--- config.mk ---
export PLATFORM = sky130hd
export DESIGN_NAME = kbd_rx_fifo
export DESIGN_NICKNAME = d
export VERILOG_FILES = /design/src/rtl/kbd_pkg.sv /design/src/rtl/sync_fifo_ptr.sv /design/src/rtl/kbd_rx_fifo.sv
export SDC_FILE = /design/constraint.sdc
export NUM_CORES = 1
export LEC_CHECK = 0
export CELL_PAD_IN_SITES_DETAIL_PLACEMENT = 0
export CELL_PAD_IN_SITES_GLOBAL_PLACEMENT = 1
export CORE_ASPECT_RATIO = 0.6
export CORE_UTILIZATION = 50
export CTS_CLUSTER_SIZE = 24
export DETAILED_ROUTE_END_ITERATION = 6
export PLACE_DENSITY_LB_ADDON = 0.08
export SKIP_LAST_GASP = 1
export SYNTH_ARGS = -nofsm -noshare
export SYNTH_HDL_FRONTEND = slang
export SYNTH_SLANG_ARGS = --single-unit
--- constraint.sdc ---
create_clock -name clk_50mhz -period 2.7 [get_ports clk_50mhz]
set_input_delay 0.27 -clock clk_50mhz [delete_from_list [all_inputs] [get_ports clk_50mhz]]
set_output_delay 0.27 -clock clk_50mhz [all_outputs]
set_load 0.1 [all_outputs]
--- src/rtl/kbd_pkg.sv ---
// Shared constants for the keyboard receive path: reserved "no key" codes and default FIFO depth.
package kbd_pkg;

  localparam logic [7:0]  KBD_NOKEY      = 8'hFF;
  localparam logic [7:0]  KBD_NULL       = 8'h00;
  localparam int unsigned KBD_FIFO_DEPTH = 16;

endpackage

--- src/rtl/sync_fifo_ptr.sv ---
// Generic FIFO pointer/occupancy engine; decides which push/pop requests take effect.
module sync_fifo_ptr #(
  parameter int unsigned AW = 4
) (
  input  logic          clk_i,
  input  logic          rst_ni,
  input  logic          push_i,
  input  logic          pop_i,
  output logic          wr_en_o,
  output logic          rd_en_o,
  output logic [AW-1:0] wptr_o,
  output logic [AW-1:0] rptr_o,
  output logic [AW:0]   count_o,
  output logic          full_o,
  output logic          empty_o
);

  localparam logic [AW:0] CntFull = {1'b1, {AW{1'b0}}};

  logic [AW-1:0] wptr_q, wptr_d;
  logic [AW-1:0] rptr_q, rptr_d;
  logic [AW:0]   count_q, count_d;
  logic          full, empty, wr_en, rd_en;

  assign full  = (count_q == CntFull);
  assign empty = (count_q == '0);
  assign rd_en = pop_i && !empty;
  // A pop in the same cycle frees a slot, so a push into a full FIFO still lands.
  assign wr_en = push_i && (!full || rd_en);

  always_comb begin
    wptr_d  = wptr_q;
    rptr_d  = rptr_q;
    count_d = count_q;
    if (wr_en) wptr_d = wptr_q + 1'b1;
    if (rd_en) rptr_d = rptr_q + 1'b1;
    unique case ({wr_en, rd_en})
      2'b10:   count_d = count_q + 1'b1;
      2'b01:   count_d = count_q - 1'b1;
      default: count_d = count_q;
    endcase
  end

  always_ff @(posedge clk_i) begin
    if (!rst_ni) begin
      wptr_q  <= '0;
      rptr_q  <= '0;
      count_q <= '0;
    end else begin
      wptr_q  <= wptr_d;
      rptr_q  <= rptr_d;
      count_q <= count_d;
    end
  end

  assign wr_en_o = wr_en;
  assign rd_en_o = rd_en;
  assign wptr_o  = wptr_q;
  assign rptr_o  = rptr_q;
  assign count_o = count_q;
  assign full_o  = full;
  assign empty_o = empty;

endmodule

--- src/rtl/kbd_rx_fifo.sv ---
// Keystroke receive FIFO: edge-detects rx_released, filters reserved codes, buffers keys for
// the CPU and emits a one-cycle echo pulse per accepted key.
module kbd_rx_fifo
  import kbd_pkg::*;
#(
  parameter  int unsigned DEPTH = KBD_FIFO_DEPTH,
  localparam int unsigned AW    = $clog2(DEPTH)
) (
  input  logic          clk_50mhz,
  input  logic          rst_n,
  input  logic [7:0]    rx_ascii,
  input  logic          rx_released,
  input  logic          rd_pop,
  input  logic          ovf_clr,
  output logic [7:0]    rd_data,
  output logic          empty,
  output logic          full,
  output logic [AW:0]   count,
  output logic          overflow,
  output logic          echo_valid,
  output logic [7:0]    echo_data
);

  logic [7:0]    mem_q [DEPTH];
  logic          rel_q, rel_d;
  logic          overflow_q, overflow_d;
  logic          echo_valid_q, echo_valid_d;
  logic [7:0]    echo_data_q, echo_data_d;
  logic          push_ev, wr_en, rd_en;
  logic [AW-1:0] wptr, rptr;

  // Reserved codes look like "no key" on the read port, so they never enter the queue.
  assign push_ev = rx_released && !rel_q && (rx_ascii != KBD_NULL) && (rx_ascii != KBD_NOKEY);

  sync_fifo_ptr #(
    .AW (AW)
  ) u_ptr (
    .clk_i   (clk_50mhz),
    .rst_ni  (rst_n),
    .push_i  (push_ev),
    .pop_i   (rd_pop),
    .wr_en_o (wr_en),
    .rd_en_o (rd_en),
    .wptr_o  (wptr),
    .rptr_o  (rptr),
    .count_o (count),
    .full_o  (full),
    .empty_o (empty)
  );

  always_comb begin
    rel_d        = rx_released;
    overflow_d   = overflow_q;
    echo_valid_d = wr_en;
    echo_data_d  = echo_data_q;
    if (wr_en) echo_data_d = rx_ascii;
    if (push_ev && !wr_en) begin
      overflow_d = 1'b1;
    end else if (ovf_clr) begin
      overflow_d = 1'b0;
    end
  end

  // History resets high so a level still asserted across reset is not taken as a new key.
  always_ff @(posedge clk_50mhz) begin
    if (!rst_n) begin
      rel_q        <= 1'b1;
      overflow_q   <= 1'b0;
      echo_valid_q <= 1'b0;
      echo_data_q  <= 8'h00;
    end else begin
      rel_q        <= rel_d;
      overflow_q   <= overflow_d;
      echo_valid_q <= echo_valid_d;
      echo_data_q  <= echo_data_d;
    end
  end

  always_ff @(posedge clk_50mhz) begin
    if (wr_en) mem_q[wptr] <= rx_ascii;
  end

  assign rd_data    = empty ? KBD_NOKEY : mem_q[rptr];
  assign overflow   = overflow_q;
  assign echo_valid = echo_valid_q;
  assign echo_data  = echo_data_q;

  logic unused_rd_en;
  assign unused_rd_en = rd_en;

endmodule

== Word-level counts from Yosys, hierarchy flattened ==
Memory sizes are Yosys's and may differ from the RTL's. A register that Yosys moved wholly into a read port is not among the register bits.
Cells that the tools add are included.
Cells by class
  multiplexer cells: 8
  equal/unequal tests: 4
  add/sub/neg operators: 4
  reductions and logical operators: 15
Operator list (count)
  case mux 5 bit (2 select lines): 1
  adder 4 x 1 -> 4 bit (second input constant): 2
  2-to-1 mux 4 bit: 2
  2-to-1 mux 8 bit: 1
  != test 8 bit (second input constant): 1
  nonzero test 8 bit: 1
  logical AND 1 bit: 6
  adder 5 x 1 -> 5 bit (second input constant): 1
  equality test 5 bit (second input constant): 1
  logical NOT 5 bit: 1
  subtractor 5 x 1 -> 5 bit (second input constant): 1
  logical NOT 1 bit: 4
  2-to-1 mux 1 bit: 4
  nonzero test 2 bit: 2
  equality test 2 x 1 -> 1 bit (second input constant): 1
  equality test 2 bit (second input constant): 1
  logical OR 1 bit: 1
Storage, ports and cells
  output and inout bits: 25
  memories: 1
  word-level logic and storage cells: 39
  bits in registers: 24
  bits of input ports: 13
  bits in writable memories: 128
Memories
  mem_q: depth 16, width 8, read ports 1, clocked after memory_dff 1, wr ports 1, line kbd_rx_fifo.sv:24  | logic [7:0] mem_q [DEPTH];

== Longest topological paths before layout ==
Gate-level depths: netlist (run 1).
  depth after elaboration: 8
  mapped depth: 13
  mapped depth without buffers: 12

== Cells and area by module ==
Synthesis (run 1) repeated with hierarchy kept, for this count alone.
Second synthesis, totals
  cells, all modules: 393
  area total of the unflattened synthesis: 6311.1 um^2
By module, submodules not included
  kbd_rx_fifo: times used 1, seq. area each 4063.9 um^2, area an instance 5545.3 um^2, cells each 308
  sync_fifo_ptr: times used 1, seq. area each 260.2 um^2, area an instance 765.7 um^2, cells each 85

== Least setup slack after synthesis (run 1) ==
Ideal clock, no wire load.
  kind: register to register
  start point: register u_ptr.count_q[1] (netlist: u_ptr.count_o[1])
  end point: register u_ptr.count_q[2] (netlist: u_ptr.count_o[2])
  required time: 2.629 ns
  cell stages (with the launch flop): 13
  library setup time: 0.071 ns
  period minus slack after synthesis: 3.091 ns
  setup slack: -0.391 ns
  data arrival time: 3.020 ns
  buffers on the path: 2
  cells stage by stage: dfxtp_1 > buf_6 > nor4_4 > nand3b_2 > nand3_2 > buf_2 > ha_1 > xor2_1 > ha_1 > a21oi_1 > xnor2_1 > or3_1 > a21oi_1
Between the ends
  longest elaborated chain between the ends: 7
  elaborated cells between the ends (all ways): 13
  classes of those cells: 2 x add/sub; 3 x eq/ne; 1 x mux; 7 x reduce/logical
RTL lines
  start, declared: line sync_fifo_ptr.sv:22  | logic [AW:0] count_q, count_d;
  start signal, assigned: line sync_fifo_ptr.sv:52  | count_q <= count_d;
  logical NOT 5 bit: line sync_fifo_ptr.sv:26  | assign empty = (count_q == '0);
  logical NOT 1 bit: line sync_fifo_ptr.sv:27  | assign rd_en = pop_i && !empty;
  logical AND 1 bit: line sync_fifo_ptr.sv:27
  logical OR 1 bit: line sync_fifo_ptr.sv:29  | assign wr_en = push_i && (!full || rd_en);
  logical AND 1 bit: line sync_fifo_ptr.sv:29
  equality test 2 x 1 -> 1 bit / equality test 2 bit (equally long branches): line sync_fifo_ptr.sv:37  | unique case ({wr_en, rd_en})
  case mux 5 bit (2 select lines) / nonzero test 2 bit (equally long branches)
Parallel ways exist; a longest one is shown, timed or not.
A chain may end at the register's enable or synchronous reset.

==> out/results.tsv, run 1 <==
stage	metric	value	unit
floorplan	starting density of the core	0.5223	
run_status	status	complete, no violations	
floorplan	I/O pins	38	
final_layout	most frequent cells in the layout	edfxtp_1 (128), buf_4 (51), nand2_1 (26), mux2i_1 (26), dfxtp_1 (22)	
run	Max Cap Viol	0	
critical_path	Startpoint Class	register	
power_and_ir_drop	switching pwr	2.987	mW
sta	final setup fails	0	
synthesis	Synth warnings	0	
power_and_ir_drop	Gate power share	0.369	
global_routing	vias in the first global route	3762	
synthesis	Synth Instances	414	
synthesis	syn avg cell area	15.46	µm²
clock_tree	TritonCTS buffer count	17	
power_and_ir_drop	Clk pwr share	0.286	
clock_tree	H-Tree Depth	4	
drt	Vias	3734	
critical_path	Worst Path Buf+Inv	2	
critical_path	worst stage delay on the critical path	590	ps
critical_path	Top Family by Delay on Critical Path	flip-flops	
power_and_ir_drop	VDD IR max	0.0005240	V
sta	Worst slew margin	0.4147	
sta	Setup WS post-layout	203.1	ps
sta	Slew Limit Fails	0	
final_layout	layout cells sized above 1	0.2759	
global_routing	grt ovf	0	
placed_design	PortBufs	37	
clock_tree	Root Buffer	clkbuf_16	
sta	period utilisation layout	0.9248	
global_routing	first-pass GRT wire length	21300	µm
drt	Vias/cell	5.675	
critical_path	critical path capture point type	primary output	
clock_tree	clk sink count	156	
drt	DRC errors left	0	
clock_tree	Max Buffers Root-to-Sink	2	
floorplan	Core Rows	31	
global_routing	pin count of the biggest net entering global routing	26	
critical_path	CP Cell Sequence	buf_4, mux2i_1, a221oi_1, nand2_1, o211ai_1, buf_12	
sta	Slew @ Worst Pin	874.7	ps
final_layout	final instance area	7752	µm²
critical_path	Max FO, Critical Path	24	
power_and_ir_drop	LEAKAGE	2.599	nW
final_layout	post-layout util	0.6325	
global_routing	initial antenna violation count	0	
hold_path	Worst Hold Class	in -> reg	
drt	final WL	13920	µm
synthesis	post-synth net total	436	
sta	FMAX	400.5	MHz
synthesis	Synth Flop Type	edfxtp_1	
sta	setup_tns	0	ps
synthesis	Netlist Area Pre-Place	6401	µm²
drt	DR iter-0 viols	297	
clock_tree	clk_lat worst skew	420	ps
placed_design	Post-DP Area	7172	µm²
synthesis	EDFF count, synth	128	
power_and_ir_drop	pwr dens	1040	nW/µm²
final_layout	# diodes	0	
floorplan	die footprint	13270	µm²
critical_path	Setup CP Type	reg -> out	
critical_path	Slowest-stage cell, CP	dfxtp_4	
sta	final worst path period need	2497	ps
drt	Routed Antenna Nets	0	
final_layout	fill count	963	
placed_design	Detailed Place HPWL	9462	µm
clock_tree	Post-CTS Setup Bufs	0	
synthesis	ys async rst share	0	
synthesis	Synth cell types	39	
critical_path	Crit path arrival time	2230	ps
floorplan	Die X-Extent	148.1	µm
sta	Final Skew	11.58	ps
final_layout	Layout area overhead	21.11	%
final_layout	commonest non-fill, non-tap cell in the layout	edfxtp_1	
critical_path	Req. time, crit path	2430	ps
power_and_ir_drop	Power Internal	5.079	mW
clock_tree	Clk pin slew, worst setup/hold paths	60	ps
global_routing	GRT Resource Usage Total	0.2290	
synthesis	sequential area share after synthesis	0.6880	
final_layout	layout net count	502	
placed_design	gpl congestion	0.8274	
sta	hold_ws	454.5	ps
placed_design	pre-CTS setup slack	-123.6	ps
sta	unrepaired setup endpoints after global routing	no	
power_and_ir_drop	Flop pwr share	0.345	
drt	Detailed Routing Iterations Pass 1	4	
floorplan	Die Ht	89.65	µm
power_and_ir_drop	Sw Ratio	0.3703	
floorplan	core area	12260	µm²
sta	final count of hold timing violations	0	
drt	Wirelength per Cell	21.16	µm
clock_tree	CTS tree	done	
synthesis	flip-flop and latch count after synthesis	156	
==> metal layers <==
metal,GRT usage,part of all wire
met1,0.3246,0.48
met2,0.3504,0.45
met3,0.05556,0.055
met4,0.08060,0.015
met5,0,0
==> repair_timing <==
item | CTS | global route
gates resized for setup | 2 | 1
endpoints found under the setup margin | 7 | 2
cloned | 0 | 0
pin swaps | 0 | 0
hold buffers | 0 | 0
==> power by group through the flow <==
| stage | combinational (mW) | clock (mW) | sequential (mW) |
|---|---|---|---|
| final | 2.98 | 2.31 | 2.78 |
| after floorplan | 1.81 | 0 | 3.01 |
| after global routing | 3.14 | 2.44 | 2.79 |
| after global placement | 2.96 | 0 | 2.83 |
| after CTS | 2.99 | 2.33 | 2.78 |
| after detailed placement | 2.99 | 0 | 2.83 |
==> stage by stage <==
stage | power [mW] | std cells
floorplan | 4.825 | 414
global placement | 5.792 | 626
detailed placement | 5.817 | 626
CTS | 8.106 | 658
global route | 8.369 | 658
finish | 8.066 | 658
==> cell type report <==
cell class | count | area (µm²) | share of cell area
sequential | 156 | 4417 | 0.5697
multi-input combinational | 224 | 1824 | 0.2353
clock buffer | 18 | 429.2 | 0.05536
tap | 165 | 206.4 | 0.02663
timing repair buffer | 73 | 703.2 | 0.09070
clock inverter | 14 | 142.6 | 0.01840
inverter | 8 | 30.03 | 0.003873
==> cell families after synthesis <==
| group | synth area share |
|---|---|
| AOI/OAI and AO/OA | 0.05317 |
| xor gates and xnor gates | 0.008209 |
| adders and majority gates | 0.01759 |
| buffers and inverters | 0.02795 |
| DFF | 0.6880 |
| muxes | 0.1251 |
| and+or+nand+nor | 0.07995 |
==> cell usage after synthesis (2+ instances only) <==
library cell    n  area share
nand3_1        18       0.014
mux2i_1        26       0.041
xor2_1          4      0.0055
dfxtp_1        28       0.088
xnor2_1         2      0.0027
a21oi_1         8      0.0063
o211ai_1        8      0.0094
or2_2           3      0.0029
edfxtp_1      128        0.60
a221oi_1        9       0.012
and3_1          4      0.0039
and2_1          6      0.0059
mux4_2         16       0.056
o21ai_0        15       0.012
nand2b_1        6      0.0059
nand2_1        26       0.015
clkbuf_1       12      0.0070
or3_1           4      0.0039
nor2_1         12      0.0070
mux2_2         16       0.028
nor3_1          8      0.0063
buf_2           5      0.0039
o22ai_1        10      0.0098
buf_4           4      0.0047
inv_1           8      0.0047
buf_6           4      0.0070
nand4_1         2      0.0020
nor4_1          3      0.0029
ha_1            9       0.018
==> registers in the layout, summed over array words and instances, names as in the netlist, named ones only <==
signal,cells
u_ptr.rptr_o,4
rel_q,1
echo_valid,1
overflow,1
u_ptr.count_o,5
mem_q,128
echo_data,8
u_ptr.wptr_o,4
==> worst paths after layout <==
check / start / to / slack [ps] / cells past startpoint
worst min-delay path: rx_released / rel_q / 450 / 2
worst min register to register: echo_data[2] / echo_data[2] / 480 / 2
worst max-delay path: register / rd_data[7] / 200 / 6
worst max register to register: u_ptr.count_o[0] / u_ptr.count_o[2] / 250 / 11
Note: power is estimated with default switching activity, not from simulation.
==> run 2: changes to the inputs <==
--- a/config.mk
+++ b/config.mk
@@ -5,6 +5,7 @@
 export SDC_FILE = /design/constraint.sdc
 export NUM_CORES = 1
 export LEC_CHECK = 0
+export CAP_MARGIN = 20
 export CELL_PAD_IN_SITES_DETAIL_PLACEMENT = 0
 export CELL_PAD_IN_SITES_GLOBAL_PLACEMENT = 1
 export CORE_ASPECT_RATIO = 0.6
@@ -12,6 +13,7 @@
 export CTS_CLUSTER_SIZE = 24
 export DETAILED_ROUTE_END_ITERATION = 6
 export PLACE_DENSITY_LB_ADDON = 0.08
+export SKIP_CTS_REPAIR_TIMING = 1
 export SKIP_LAST_GASP = 1
 export SYNTH_ARGS = -nofsm -noshare
 export SYNTH_HDL_FRONTEND = slang
==> run 2 against run 1 <==
Non-clock buffer count is the same. Via count shrank 1.3%. Clock power is essentially flat. Count of clock-buffer cells in the layout is the same. Worst setup slack gained 17 ps. Global-route usage is essentially flat. Cell count is the same. Cell area is the same. First-iteration DRC count grew 2.0%. Die area is the same. Total power is essentially flat. Flip-flop and latch count is the same.
==> out/results.tsv, run 2 (synthesized netlist as in run 1, its figures left out) <==
stage	metric	value	unit	change
sta	final setup fails	0		unchanged
critical_path	Startpoint Class	register		
drt	Routed Antenna Nets	0		unchanged
sta	unrepaired setup endpoints after global routing	no		
global_routing	initial antenna violation count	0		unchanged
sta	Final Skew	15.29	ps	+3.703 ps
hold_path	origin of the worst min-delay path	rx_released		
sta	final count of hold timing violations	0		unchanged
sta	period utilisation layout	0.9185		-0.006279
power_and_ir_drop	LEAKAGE	2.599	nW	unchanged
drt	DR iter-0 viols	303		+2.0%
critical_path	critical path capture point type	primary output		
floorplan	core area	12260	µm²	unchanged
global_routing	pin count of the biggest net entering global routing	26		unchanged
global_routing	GRT Resource Usage Total	0.2285		-0.0004645
final_layout	Most flops, register	mem_q		
run	Max Cap Viol	0		unchanged
final_layout	layout net count	502		unchanged
power_and_ir_drop	VDD IR max	0.0005257	V	+0.31%
final_layout	post-layout util	0.6325		unchanged
floorplan	Die X-Extent	148.1	µm	unchanged
final_layout	layout cells sized above 1	0.2759		unchanged
drt	DRC errors left	0		unchanged
critical_path	FF-to-FF setup slack	250	ps	about the same
clock_tree	TritonCTS buffer count	17		unchanged
global_routing	first-pass GRT wire length	21300	µm	unchanged
drt	Detailed Routing Iterations Pass 1	5		+1
clock_tree	clk sink count	156		unchanged
floorplan	Core Rows	31		unchanged
sta	setup_tns	0	ps	unchanged
sta	FMAX	403.2	MHz	+0.68%
final_layout	# diodes	0		unchanged
critical_path	reg-to-reg startpoint	u_ptr.count_o[0]		
critical_path	Req. time, crit path	2430	ps	about the same
sta	Worst slew margin	0.4363		+0.02158
floorplan	die footprint	13270	µm²	unchanged
final_layout	commonest non-fill, non-tap cell in the layout	edfxtp_1		
final_layout	most frequent cells in the layout	edfxtp_1 (128), buf_4 (51), nand2_1 (26), mux2i_1 (26), dfxtp_1 (22)		
floorplan	Die Ht	89.65	µm	unchanged
placed_design	Detailed Place HPWL	9462	µm	unchanged
power_and_ir_drop	Pwr Total	8.063	mW	about the same
clock_tree	Root Buffer	clkbuf_16		
drt	final WL	13860	µm	-0.48%
global_routing	grt ovf	0		unchanged
clock_tree	CTS tree	done		
power_and_ir_drop	pwr dens	1040	nW/µm²	about the same
sta	Slew @ Worst Pin	842.4	ps	-32.26 ps
critical_path	Crit path arrival time	2210	ps	-20 ps
final_layout	Layout area overhead	21.11	%	unchanged
placed_design	gpl congestion	0.8274		unchanged
drt	Vias	3685		-1.3%
floorplan	I/O pins	38		unchanged
clock_tree	H-Tree Depth	4		unchanged
critical_path	Setup CP Type	reg -> out		
global_routing	vias in the first global route	3786		+0.64%
final_layout	max FFs per register	128		unchanged
sta	final worst path period need	2480	ps	-16.95 ps
hold_path	Worst Hold Class	in -> reg		
floorplan	starting density of the core	0.5223		unchanged
placed_design	dpl cells	626		unchanged
run_status	status	complete, no violations		
critical_path	Max FO, Critical Path	24		unchanged
clock_tree	Max Buffers Root-to-Sink	2		unchanged
clock_tree	clk_lat worst skew	420	ps	about the same
clock_tree	Clk pin slew, worst setup/hold paths	60	ps	about the same
drt	Wirelength per Cell	21.06	µm	-0.48%
final_layout	post-route insts no fill	658		unchanged
sta	Slew Limit Fails	0		unchanged
drt	Vias/cell	5.600		-1.3%
placed_design	PortBufs	37		unchanged
-- run 2: cell counts in the layout (fill, tap and decap cells not counted) --
No cell type changed its count.
-- run 2: area by class of cell --
type                       instances  area [µm²]
timing repair buffer              73       703.2
fill                             963        4504
clock inverter                    14       142.6
clock buffer                      18       429.2
sequential                       156        4417
tap                              165       206.4
multi-input combinational        224        1824
inverter                           8       30.03
-- run 2: routing by layer --
layer	vias to the layer above	share of wire	global-route usage
met5	-	0	0
met4	0	0.0053	0.07966
met3	8	0.079	0.05404
met2	100	0.45	0.3521
met1	1841	0.46	0.3232
li1	1736	-	-
-- run 2: critical path: stages (launching register included) --
cell and delay [ps]:
dfxtp_4 580, buf_4 220, mux2i_1 90, a221oi_1 350, nand2_1 90, o211ai_1 220
buf_12 230
-- run 2: power breakdown --
group / internal (mW) / total (mW) / switching (mW)
logic: 1.05 / 2.98 / 1.93
registers: 2.67 / 2.78 / 0.109
clock network: 1.36 / 2.31 / 0.945
total: 5.08 / 8.06 / 2.98
-- run 2: final timing paths --
path | end | cells past startpoint
worst min-delay path | rel_q | 2
worst max register to register | u_ptr.count_o[2] | 11
worst min register to register | echo_data[2] | 2
worst max-delay path | rd_data[7] | 6
-- run 2: per-stage QoR --
| stage | worst slack [ps] | hold WS [ps] | area (µm²) |
|---|---|---|---|
| floorplan | -6.052 | 368.9 | 6410 |
| global placement | -28.99 | 460.1 | 7172 |
| detailed placement | -123.6 | 465.7 | 7172 |
| finish | 220.0 | 446.6 | 7752 |
| CTS | -43.52 | 444.7 | 7744 |
| global route | 1.372 | 467.9 | 7752 |
==> run 3: changes to the inputs <==
--- a/config.mk
+++ b/config.mk
@@ -9,7 +9,7 @@
 export CELL_PAD_IN_SITES_DETAIL_PLACEMENT = 0
 export CELL_PAD_IN_SITES_GLOBAL_PLACEMENT = 1
 export CORE_ASPECT_RATIO = 0.6
-export CORE_UTILIZATION = 50
+export CORE_UTILIZATION = 45
 export CTS_CLUSTER_SIZE = 24
 export DETAILED_ROUTE_END_ITERATION = 6
 export PLACE_DENSITY_LB_ADDON = 0.08
==> constraint.sdc (replaced) <==
create_clock -name clk_50mhz -period 2 [get_ports clk_50mhz]
set_input_delay 0.2 -clock clk_50mhz [delete_from_list [all_inputs] [get_ports clk_50mhz]]
set_output_delay 0.2 -clock clk_50mhz [all_outputs]
set_load 0.1 [all_outputs]
==> run 3 against run 2 <==
The run now ends with setup timing left. Cell area increased by 8.4%. Die area rose by 11%. Worst hold slack worse by 100 ps. Global-route usage fell by 2.8 points. Critical endpoint unchanged. Non-clock buffer count is 27 higher. Clock power increased by 29%. Sequential power is 33% higher.
==> out/results.tsv, run 3 (synthesized netlist as in run 1, its figures left out) <==
stage	metric	value	unit	change
sta	Slew @ Worst Pin	836.2	ps	-6.231 ps
clock_tree	Max Buffers Root-to-Sink	2		unchanged
sta	final setup fails	11		+11
placed_design	Detailed Place HPWL	9554	µm	+0.98%
global_routing	grt ovf	0		unchanged
critical_path	Crit path arrival time	2110	ps	-100 ps
global_routing	pin count of the biggest net entering global routing	30		+15%
critical_path	critical path capture point type	primary output		
sta	final count of hold timing violations	0		unchanged
floorplan	I/O pins	38		unchanged
critical_path	Setup CP Type	reg -> out		
sta	unrepaired setup endpoints after global routing	yes		
final_layout	layout net count	529		+5.4%
power_and_ir_drop	VDD IR max	0.001037	V	+97%
clock_tree	clk sink count	156		unchanged
drt	Detailed Routing Iterations Pass 1	4		-1
global_routing	initial antenna violation count	0		unchanged
placed_design	gpl congestion	0.7721		-6.7%
placed_design	pre-CTS setup slack	-717.8	ps	-594.2 ps
floorplan	die footprint	14720	µm²	+11%
final_layout	post-layout util	0.6113		-0.02116
final_layout	max FFs per register	128		unchanged
drt	Vias/cell	5.265		-6.0%
floorplan	core area	13750	µm²	+12%
critical_path	FF-to-FF setup slack	-280	ps	-530 ps
clock_tree	clk_lat worst skew	420	ps	about the same
final_layout	layout cells sized above 1	0.3846		+0.1088
sta	hold_ws	346.2	ps	-100.4 ps
critical_path	Req. time, crit path	1800	ps	-630 ps
run_status	status	complete, but fails checks		
final_layout	final instance area	8406	µm²	+8.4%
drt	Wirelength per Cell	19.87	µm	-5.6%
floorplan	Die X-Extent	156.0	µm	+5.3%
run	Max Cap Viol	0		unchanged
clock_tree	Root Buffer	clkbuf_16		
sta	final worst path period need	2312	ps	
floorplan	Die Ht	94.39	µm	+5.3%
clock_tree	CTS tree	done		
hold_path	Worst Hold Class	in -> reg		
final_layout	most frequent cells in the layout	edfxtp_1 (128), buf_4 (63), mux2i_1 (26)		
sta	FMAX	432.5	MHz	
sta	Setup WS post-layout	-312.1	ps	-532.1 ps
sta	period utilisation layout	1.156		
sta	Final Skew	11.62	ps	-3.668 ps
drt	DRC errors left	0		unchanged
critical_path	Max FO, Critical Path	5		-79%
floorplan	Core Rows	33		+6.5%
final_layout	commonest non-fill, non-tap cell in the layout	edfxtp_1		
drt	Vias	3754		+1.9%
global_routing	first-pass GRT wire length	20790	µm	-2.4%
drt	final WL	14170	µm	+2.3%
floorplan	starting density of the core	0.4656		-0.05670
final_layout	Layout area overhead	31.31	%	
final_layout	Most flops, register	mem_q		
clock_tree	Clk pin slew, worst setup/hold paths	60	ps	about the same
sta	Slew Limit Fails	0		unchanged
drt	DR iter-0 viols	167		-45%
global_routing	vias in the first global route	3743		-1.1%
run_status	failing checks	setup timing		
power_and_ir_drop	pwr dens	1377	nW/µm²	+32%
drt	Routed Antenna Nets	0		unchanged
clock_tree	H-Tree Depth	4		unchanged
placed_design	PortBufs	37		unchanged
placed_design	Post-DP Area	7492	µm²	+4.5%
global_routing	GRT Resource Usage Total	0.2007		-0.02779
power_and_ir_drop	LEAKAGE	2.840	nW	+9.3%
clock_tree	TritonCTS buffer count	17		unchanged
critical_path	Startpoint Class	register		
sta	Worst slew margin	0.4418		+0.005467
[run 3: cell types whose count changed in the layout (fill, tap and decap cells not counted), moves of 5 or more]
| cell | delta |
|---|---|
| buf_4 | +12 |
| buf_6 | +5 |
| clkbuf_16 | +6 |
| nor3_1 | -6 |
[run 3: path summary, 6_finish.rpt]
check | start | cells after the start | end
worst min register to register | u_ptr.rptr_o[3] | 2 | u_ptr.rptr_o[3]
worst max register to register | u_ptr.count_o[0] | 11 | u_ptr.count_o[2]
worst min-delay path | rx_ascii[2] | 2 | mem_q[3][2]
worst max-delay path | register | 5 | rd_data[7]
[run 3: per-layer routing]
layer	part of all wire	global-route usage	up-vias
met4	0.012	0.07516	0
met5	0	0	-
met3	0.054	0.05140	16
li1	-	-	1797
met2	0.44	0.2943	85
met1	0.49	0.2887	1856
[run 3: stage by stage]
step / instances / total power [mW] / TNS, ps
final: 713 / 11.58 / -2711
after global routing: 712 / 12.00 / -3913
after global placement: 668 / 8.153 / -58870
after floorplan: 414 / 6.657 / -6027
after detailed placement: 668 / 8.173 / -61910
after CTS: 700 / 11.15 / -14420
[run 3: cell type report]
type / instances / area (µm²)
repair buffers: 100 / 1082
well taps: 192 / 240.2
inverters: 8 / 32.53
multi-input cells: 224 / 2061
diodes: 1 / 2.502
flip-flops and latches: 156 / 4428
fillers: 1051 / 5344
clock buffers: 17 / 425.4
clock inverters: 15 / 133.9
[run 3: critical path, cell delays in order, from the launching register on]
cell and delay [ps]:
dfxtp_4 400, buf_12 150, mux4_2 550, mux2i_1 160
o211ai_1 180, clkbuf_16 240
[run 3: power by group]
| group | internal (mW) | switching (mW) |
|---|---|---|
| logic | 2.01 | 2.89 |
| clock network | 1.63 | 1.35 |
| registers | 3.62 | 0.0868 |
